[src/rtl/sap_pkg.sv]
// sap_pkg: shared control-word bit indices, opcodes and width defaults for the SAP datapath and controller.
package sap_pkg;
  localparam int DATA_W_DEF = 8;
  localparam int ADDR_W_DEF = 4;
  localparam int CW_W = 15;
  localparam int C_J = 0, C_CO = 1, C_CE = 2, C_OI = 3, C_BI = 4, C_SU = 5, C_SO = 6, C_AO = 7;
  localparam int C_AI = 8, C_II = 9, C_IO = 10, C_RO = 11, C_RI = 12, C_MI = 13, C_HLT = 14;
  typedef enum logic [3:0] {
    OP_NOP = 4'h0, OP_LDA = 4'h1, OP_ADD = 4'h2, OP_SUB = 4'h3, OP_STA = 4'h4, OP_LDI = 4'h5,
    OP_JMP = 4'h6, OP_JC = 4'h7, OP_JZ = 4'h8, OP_OUT = 4'hE, OP_HLT = 4'hF
  } opcode_t;
  function automatic logic multi_hot(input logic [4:0] v);
    return (v & (v - 5'd1)) != 5'd0;
  endfunction
endpackage

[src/rtl/sap_datapath_if.sv]
// sap_datapath_if: control word, programming port and status outputs between controller/host and datapath.
interface sap_datapath_if #(parameter int DATA_W = sap_pkg::DATA_W_DEF, parameter int ADDR_W = sap_pkg::ADDR_W_DEF);
  logic [sap_pkg::CW_W-1:0] ctrlwrd;
  logic prog_we;
  logic [ADDR_W-1:0] prog_addr;
  logic [DATA_W-1:0] prog_data;
  logic [3:0] instruction;
  logic [DATA_W-1:0] bus;
  logic [DATA_W-1:0] out_data;
  logic out_valid;
  logic carry;
  logic zero;
  logic halted;
  logic bus_conflict;
  modport master (
    output ctrlwrd, prog_we, prog_addr, prog_data,
    input instruction, bus, out_data, out_valid, carry, zero, halted, bus_conflict
  );
  modport slave (
    input ctrlwrd, prog_we, prog_addr, prog_data,
    output instruction, bus, out_data, out_valid, carry, zero, halted, bus_conflict
  );
endinterface

[src/rtl/sap_alu.sv]
// sap_alu: combinational add/subtract on registered A and B with carry-out.
module sap_alu #(parameter int W = 8) (
  input  logic [W-1:0] a,
  input  logic [W-1:0] b,
  input  logic         su,
  output logic [W-1:0] result,
  output logic         carry_out
);
  logic [W:0] sum;
  assign sum = {1'b0, a} + {1'b0, su ? ~b : b} + {{W{1'b0}}, su};
  assign {carry_out, result} = sum;
endmodule

[src/rtl/sap_datapath.sv]
// sap_datapath: SAP-1 style bus, registers, RAM, flags and halt logic driven by a 15-bit control word.
module sap_datapath
  import sap_pkg::*;
#(
  parameter int DATA_W = DATA_W_DEF,
  parameter int ADDR_W = ADDR_W_DEF
) (
  input logic clk,
  input logic reset,
  sap_datapath_if.slave s
);
  logic [CW_W-1:0] cw;
  logic [ADDR_W-1:0] pc, mar;
  logic [DATA_W-1:0] ir, a, b, out_data, bus, alu_res;
  logic out_valid, carry, zero, halted, alu_co, conflict;
  logic [4:0] drv;
  logic [DATA_W-1:0] ram [2**ADDR_W];
  assign cw = s.ctrlwrd;
  sap_alu #(.W(DATA_W)) u_alu (.a(a), .b(b), .su(cw[C_SU]), .result(alu_res), .carry_out(alu_co));
  always_comb begin
    drv = {cw[C_SO], cw[C_AO], cw[C_RO], cw[C_IO], cw[C_CO]};
    conflict = multi_hot(drv);
    bus = conflict ? '0 :
          cw[C_CO] ? DATA_W'(pc) :
          cw[C_IO] ? DATA_W'(ir[3:0]) :
          cw[C_RO] ? ram[mar] :
          cw[C_AO] ? a :
          cw[C_SO] ? alu_res : '0;
  end
  always_ff @(posedge clk or posedge reset) begin
    if (reset) begin
      pc <= '0;
      mar <= '0;
      ir <= '0;
      a <= '0;
      b <= '0;
      out_data <= '0;
      out_valid <= 1'b0;
      carry <= 1'b0;
      zero <= 1'b0;
      halted <= 1'b0;
    end else begin
      out_valid <= cw[C_OI] && !halted;
      if (cw[C_HLT]) halted <= 1'b1;
      if (!halted) begin
        if (cw[C_J]) pc <= bus[ADDR_W-1:0];
        else if (cw[C_CE]) pc <= pc + ADDR_W'(1);
        if (cw[C_MI]) mar <= bus[ADDR_W-1:0];
        if (cw[C_II]) ir <= bus;
        if (cw[C_AI]) a <= bus;
        if (cw[C_BI]) b <= bus;
        if (cw[C_OI]) out_data <= bus;
        if (cw[C_SO]) begin
          carry <= alu_co;
          zero <= alu_res == '0;
        end
      end
    end
  end
  // RAM is never reset; the programming port always beats a bus write
  always_ff @(posedge clk) begin
    if (s.prog_we) ram[s.prog_addr] <= s.prog_data;
    else if (cw[C_RI] && !halted && !reset) ram[mar] <= bus;
  end
  assign s.instruction = ir[7:4];
  assign s.bus = bus;
  assign s.out_data = out_data;
  assign s.out_valid = out_valid;
  assign s.carry = carry;
  assign s.zero = zero;
  assign s.halted = halted;
  assign s.bus_conflict = conflict;
endmodule

[src/flat_wrapper.sv]
// flat-port wrapper written by rule: the top's interface ports become plain ports
module sap_datapath_flat import sap_pkg::*;
#(
  parameter int DATA_W = DATA_W_DEF,
  parameter int ADDR_W = ADDR_W_DEF
)
  (clk, reset, s_ctrlwrd, s_prog_we, s_prog_addr, s_prog_data, s_instruction, s_bus, s_out_data, s_out_valid, s_carry, s_zero, s_halted, s_bus_conflict);
  sap_datapath_if #(.DATA_W(DATA_W), .ADDR_W(ADDR_W)) s_i ();
  input logic clk;
  input logic reset;
  input wire logic [$bits(s_i.ctrlwrd)-1:0] s_ctrlwrd;
  input wire logic [$bits(s_i.prog_we)-1:0] s_prog_we;
  input wire logic [$bits(s_i.prog_addr)-1:0] s_prog_addr;
  input wire logic [$bits(s_i.prog_data)-1:0] s_prog_data;
  output wire logic [$bits(s_i.instruction)-1:0] s_instruction;
  output wire logic [$bits(s_i.bus)-1:0] s_bus;
  output wire logic [$bits(s_i.out_data)-1:0] s_out_data;
  output wire logic [$bits(s_i.out_valid)-1:0] s_out_valid;
  output wire logic [$bits(s_i.carry)-1:0] s_carry;
  output wire logic [$bits(s_i.zero)-1:0] s_zero;
  output wire logic [$bits(s_i.halted)-1:0] s_halted;
  output wire logic [$bits(s_i.bus_conflict)-1:0] s_bus_conflict;
  assign s_i.ctrlwrd = s_ctrlwrd;
  assign s_i.prog_we = s_prog_we;
  assign s_i.prog_addr = s_prog_addr;
  assign s_i.prog_data = s_prog_data;
  assign s_instruction = s_i.instruction;
  assign s_bus = s_i.bus;
  assign s_out_data = s_i.out_data;
  assign s_out_valid = s_i.out_valid;
  assign s_carry = s_i.carry;
  assign s_zero = s_i.zero;
  assign s_halted = s_i.halted;
  assign s_bus_conflict = s_i.bus_conflict;
  sap_datapath #(.DATA_W(DATA_W), .ADDR_W(ADDR_W)) u_core (.clk(clk), .reset(reset), .s(s_i));
endmodule
[config.mk]
export PLATFORM = sky130hd
export DESIGN_NAME = sap_datapath_flat
export DESIGN_NICKNAME = d
export VERILOG_FILES = /design/src/rtl/sap_pkg.sv /design/src/rtl/sap_datapath_if.sv /design/src/rtl/sap_alu.sv /design/src/rtl/sap_datapath.sv /design/src/flat_wrapper.sv
export SDC_FILE = /design/constraint.sdc
export NUM_CORES = 1
export LEC_CHECK = 0
export BUFFER_PORTS_ARGS = -buffer_cell sky130_fd_sc_hd__buf_2
export CAP_MARGIN = 40
export CORE_ASPECT_RATIO = 0.75
export CORE_MARGIN = 3
export CORE_UTILIZATION = 53
export CTS_BUF_LIST = sky130_fd_sc_hd__clkbuf_8
export DETAILED_ROUTE_END_ITERATION = 10
export PLACE_DENSITY = 0.71
export SLEW_MARGIN = 10
export SYNTH_ARGS = -nofsm -noshare
export SYNTH_HDL_FRONTEND = slang
export SYNTH_HIERARCHICAL = 1
export SYNTH_SLANG_ARGS = --single-unit
[constraint.sdc]
create_clock -name clk -period 14.6 [get_ports clk]
set_input_delay 4.38 -clock clk [delete_from_list [all_inputs] [get_ports clk]]
set_output_delay 4.38 -clock clk [all_outputs]
set_load 0.03 [all_outputs]
# --- After elaboration in Yosys (flattened, before gate mapping) ---
# Memory sizes are Yosys's and may differ from the RTL's.
# Cells that the tools add are included.
totals:
  register_bits: 44
  latchBits: 0
  ramBits: 128
  romBits: 0
  wordCells: 51
  memories: 1
memory_table:
  columns: ["name", "depth", "width", "read_ports", "rd_ports_with_merged_regs", "wr", "line", "source"]
  rows:
  - ["u_core.ram", 16, 8, 1, 0, 1, "sap_datapath.sv:17", "logic [DATA_W-1:0] ram [2**ADDR_W];"]
op_classes:
  addsub: 4
  mul: 0
  n_div: 0
  order_cmp: 0
  n_eq_ne: 0
  shift: 0
  n_mux: 17
  bitwise: 3
  n_reduce_logical: 16
ops:
  columns: ["operator", "n"]
  rows:
  - ["$mux 8", 8]
  - ["$reduce_and 2->1", 7]
  - ["$mux 4", 3]
  - ["$add 8x8->9", 1]
  - ["$add 9x1->9", 1]
  - ["$logic_not 8->1", 1]
  - ["$not 8->8", 1]
  - ["$reduce_or 8->1", 1]
  - ["$mux 1", 6]
  - ["$and 5x5->5", 1]
  - ["$reduce_bool 5->1", 1]
  - ["$sub 5x1->5 const B", 1]
  - ["$add 4x1->4 const B", 1]
  - ["$logic_and 1x1->1", 3]
  - ["$logic_not 1->1", 2]
  - ["$reduce_bool 2->1", 1]
  - ["$not 1->1", 1]

# --- Longest topological paths before layout ---
logic_depth:
  ltp_word: 11
  depth_mapped: 13
  mapped_depth_nobuf: 12

# --- Hierarchy ---
# The synthesis kept the hierarchy.
by_module_without_submodules:
  columns: ["module", "instances", "cells_each", "area_per_inst_um2"]
  rows:
  - ["sap_datapath", 1, 553, 7505.9]
  - ["sap_alu", 1, 48, 397.9]

# --- Least setup slack after synthesis ---
# Ideal clock, no wire load.
synth_timing:
  kind: "input to output"
  from: "input port s_ctrlwrd[5]"
  to: "output port s_bus[6]"
  arrival_time_ns: 6.676
  required_time_ns: 10.220
  slack_ns: 3.544
  cell_stages: 12
  n_path_buf: 1
  cell_sequence: "buf_6 xor2_1 ha_1 nor2b_1 o31a_1 o31a_1 a31oi_1 nand3b_1 a21oi_1 o21ai_0 a311o_2 inv_1"
synth_between:
  elab_chain_cells: 9
synth_rtl:
  columns: ["item", "line", "source"]
  rows:
  - ["start: declaration", "flat_wrapper.sv:11", "input wire logic [$bits(s_i.ctrlwrd)-1:0] s_ctrlwrd;"]
  - ["$mux 8", "sap_alu.sv:10", "assign sum = {1'b0, a} + {1'b0, su ? ~b : b} + {{W{1'b0}}, su};"]
  - ["$add 8x8->9", "sap_alu.sv:10", null]
  - ["$add 9x1->9 *", "sap_alu.sv:10", null]
  - ["named net u_core.alu_res[6]", "sap_datapath.sv:14", "logic [DATA_W-1:0] ir, a, b, out_data, bus, alu_res;"]
  - ["$mux 8 *", "sap_datapath.sv:28", "cw[C_SO] ? alu_res : '0;"]
  - ["$mux 8 *", "sap_datapath.sv:27", "cw[C_AO] ? a :"]
  - ["$mux 8 *", "sap_datapath.sv:26", "cw[C_RO] ? ram[mar] :"]
  - ["$mux 8 *", "sap_datapath.sv:25", "cw[C_IO] ? DATA_W'(ir[3:0]) :"]
  - ["$mux 8 *", "sap_datapath.sv:24", "cw[C_CO] ? DATA_W'(pc) :"]
  - ["$mux 8 *", "sap_datapath.sv:23", "bus = conflict ? '0 :"]
  - ["end: declaration", "flat_wrapper.sv:16", "output wire logic [$bits(s_i.bus)-1:0] s_bus;"]
# Mark *: on every way through the listed nets, which the timed path passes. The rest lies on a longest branch.

# --- Worst setup path in the final report ---
# Same ends and word-level chain as after synthesis.

==> results.cfg <==
[run_status]
status = finished, final reports clean

[sta]
rsz0062_at_grt = no
tns_ns = 0
drv_slew = 0
min_period_ns = 11.48
whs_ns = 0.4913
worst_clock_skew_ns = 0.02084
setup_viol = 0
max_clock_freq_mhz = 87.10
period_share = 0.7864
setup_ws_ns = 3.118
slew-limit-headroom = 0.3960
hold_viol_final = 0
tightestPinTransition_ns = 0.9026

[cts]
clk_pin_slew_ns = 0.09
htree_levels = 4
cts_setup_buffers = 0
cts_tree = built
cts_resized = 0
postCtsHoldBufs = 0
clockRootBuffer = clkbuf_8
cts.sink_count = 172
clk_latency_ns = 0.45
cts_buffer_depth = 2
cts_buffers = 17

[die]
die_y_um = 111.8
core_sq_um = 14170
start_util = 0.5579
fp.dieW_um = 147.0
io_pins = 55
rows = 37
dieArea_sq_um = 16430

[yosys]
synth.avg_cell_area_sq_um = 13.15
yosysMostFrequentCell = edfxtp_1
synth_area_leader_cell = edfxtp_1
synthCells = 601
synth_area_sq_um = 7904
synthArstFlopShare = 0.2558
synth_edf_count = 128
yosysWarningCount = 6
syn_nets = 640
synthTopCellsByCount = 128 x edfxtp_1, 70 x nand2_1, 44 x dfrtp_1, 38 x nor2_1, 31 x mux2i_1
synth_cell_types = 72
synth.area.top_cells = edfxtp_1 49%, dfrtp_1 14%, mux4_2 4.6%
synth_top_area_share = 0.4863
ys_ff_latch = 172
ys_seq_area_frac = 0.6256
synth_top_flop_cell = edfxtp_1

[critical_path]
rr_startpoint = u_core/b[0]
reg2reg_slack_ns = 11.17
crit_path_end_kind = output port
crit_path_max_fanout = 8
critPathKind = in2out
startpoint_type = primary input
crit_required_ns = 10.22
reg2reg_depth = 12
cp.arrival_ns = 7.10
rr_endpoint = u_core/ram[10][6]

[hold_path]
whs_path_depth = 2
hold_end = u_core/s.out_data[2]
hp-start = u_core/s.out_data[2]
hp-class = reg2reg

[drt]
drc = 0
vias = 5131
drtIter0Drc = 548
drtPass1Iterations = 5
wirelength_um = 18400
avgViaCountPerCell = 5.959
ant_nets = 0
wl_per_cell_um = 21.36

[final_layout]
seq_area_sq_um = 4946
n_antenna_cell = 0
post-route-util = 0.6154
n_fill_cell = 1123
drive_above_1_share = 0.2102
fin_nets = 692
multi_input_area_sq_um = 2654
area_delta_synth_final_pct = 10.29

[global_routing]
grt_pass1_wl_um = 28590
grt_pass1_vias = 4985
grtUsageTotal = 0.2296
grt_max_degree = 47
grt-ovfl-total = 0
antenna_found_initial = 0

[placed_design]
place_hpwl_um = 12740
pre_cts_ws_ns = 3.178
gp_congestion = 0.9569
port_buffers = 54

[flow_run]
drv_cap = 0

[power_and_ir_drop]
p_leak_uw = 0.003220
powerDensity_nw_per_um2 = 112.9
peakVddDrop_v = 0.00006060
-- sequential cells by signal, summed over array words and instances (netlist names) --
signal / flops
u_core/mar: 4
u_core/s.zero: 1
u_core/ram: 128
u_core/s.halted: 1
u_core/s.carry: 1
u_core/pc: 4
u_core/b: 8
u_core/s.out_data: 8
u_core/s.out_valid: 1
u_core/ir: 8
u_core/a: 8
-- cell families (layout without fill, tap and decap cells) --
kind of cell,count (synthesis),count (layout),share of synthesized area
AND/OR/NAND/NOR,158,158,0.09499
multiplexers,54,54,0.09894
adder cells (fa/ha/maj),10,10,0.01646
XOR/XNOR,12,12,0.01330
buffers and inverters,57,122,0.03862
flip-flops,172,172,0.6256
AO/OA/AOI/OAI,138,138,0.1121
-- stage by stage --
step	total power, uW	std cells	area, sq um
finish	984.5	861	8717
CTS	990.3	860	8710
global route	1024	861	8717
global placement	640.4	826	8275
floorplan	612.6	601	7904
detailed placement	642.9	828	8294
-- per-layer routing --
metal	vias to the layer above	routed length, um	track usage	share of wire
met4	0	246	0.05959	0.013
met2	220	8114	0.3268	0.44
met1	2553	8433	0.3535	0.46
met3	19	1600	0.06062	0.087
met5	-	0	0	0
li1	2339	-	-	-
-- layout make-up --
cell class | instances | share of cell area
Multi-Input combinational cell | 372 | 0.3044
Inverter | 23 | 0.009904
Timing Repair Buffer | 67 | 0.04263
Sequential cell | 172 | 0.5674
Clock buffer | 17 | 0.02684
Clock inverter | 15 | 0.02081
Tap cell | 195 | 0.02799
-- worst max-delay path by stage --
stage | slack (ns) | end | startpoint | depth (start not counted)
floorplan | 3.54 | s_bus[6] | s_ctrlwrd[5] | 12
global placement | 3.24 | s_bus[6] | s_ctrlwrd[5] | 14
detailed placement | 3.18 | s_bus[6] | s_ctrlwrd[5] | 14
CTS | 3.17 | s_bus[6] | s_ctrlwrd[5] | 14
global route | 2.92 | s_bus[6] | s_ctrlwrd[5] | 14
finish | 3.12 | s_bus[6] | s_ctrlwrd[5] | 14
-- report_power, final --
| part | total (uW) | switching (uW) | internal (uW) |
|---|---|---|---|
| Sequential | 544 | 8.63 | 535 |
| Combinational | 90.0 | 58.7 | 31.2 |
| Clock | 350 | 179 | 172 |
| Total | 985 | 246 | 738 |
-- worst max-delay path, cell delays in order --
cell,delay (ns)
buf_2,0.22
xor2_1,0.21
inv_1,0.08
fa_1,0.43
nor2b_1,0.17
o31a_1,0.19
o21ai_0,0.11
a31oi_1,0.27
nand3b_1,0.12
a21oi_1,0.13
o21ai_0,0.08
a311o_2,0.45
inv_1,0.07
buf_2,0.19
-- cells in the final DEF, fill, tap and decap left out, types with 3 or more instances in the layout --
master,count
nand3_1,4
inv_1,22
nand2b_1,5
clkbuf_8,17
a22oi_1,11
a31oi_1,8
ha_1,8
mux2_2,4
dfrtp_1,43
a21oi_1,27
edfxtp_1,128
inv_6,5
nand2_1,70
clkinv_1,3
xnor2_1,3
bufinv_16,3
mux4_2,16
xor2_1,9
a311o_2,4
o21a_1,4
buf_4,12
o21ai_0,30
o21ai_1,23
o22ai_1,5
or2_2,3
nor2_1,38
mux2i_1,31
nor2b_1,6
nand3b_1,11
buf_2,54
Power figures use the tool's default switching activity.
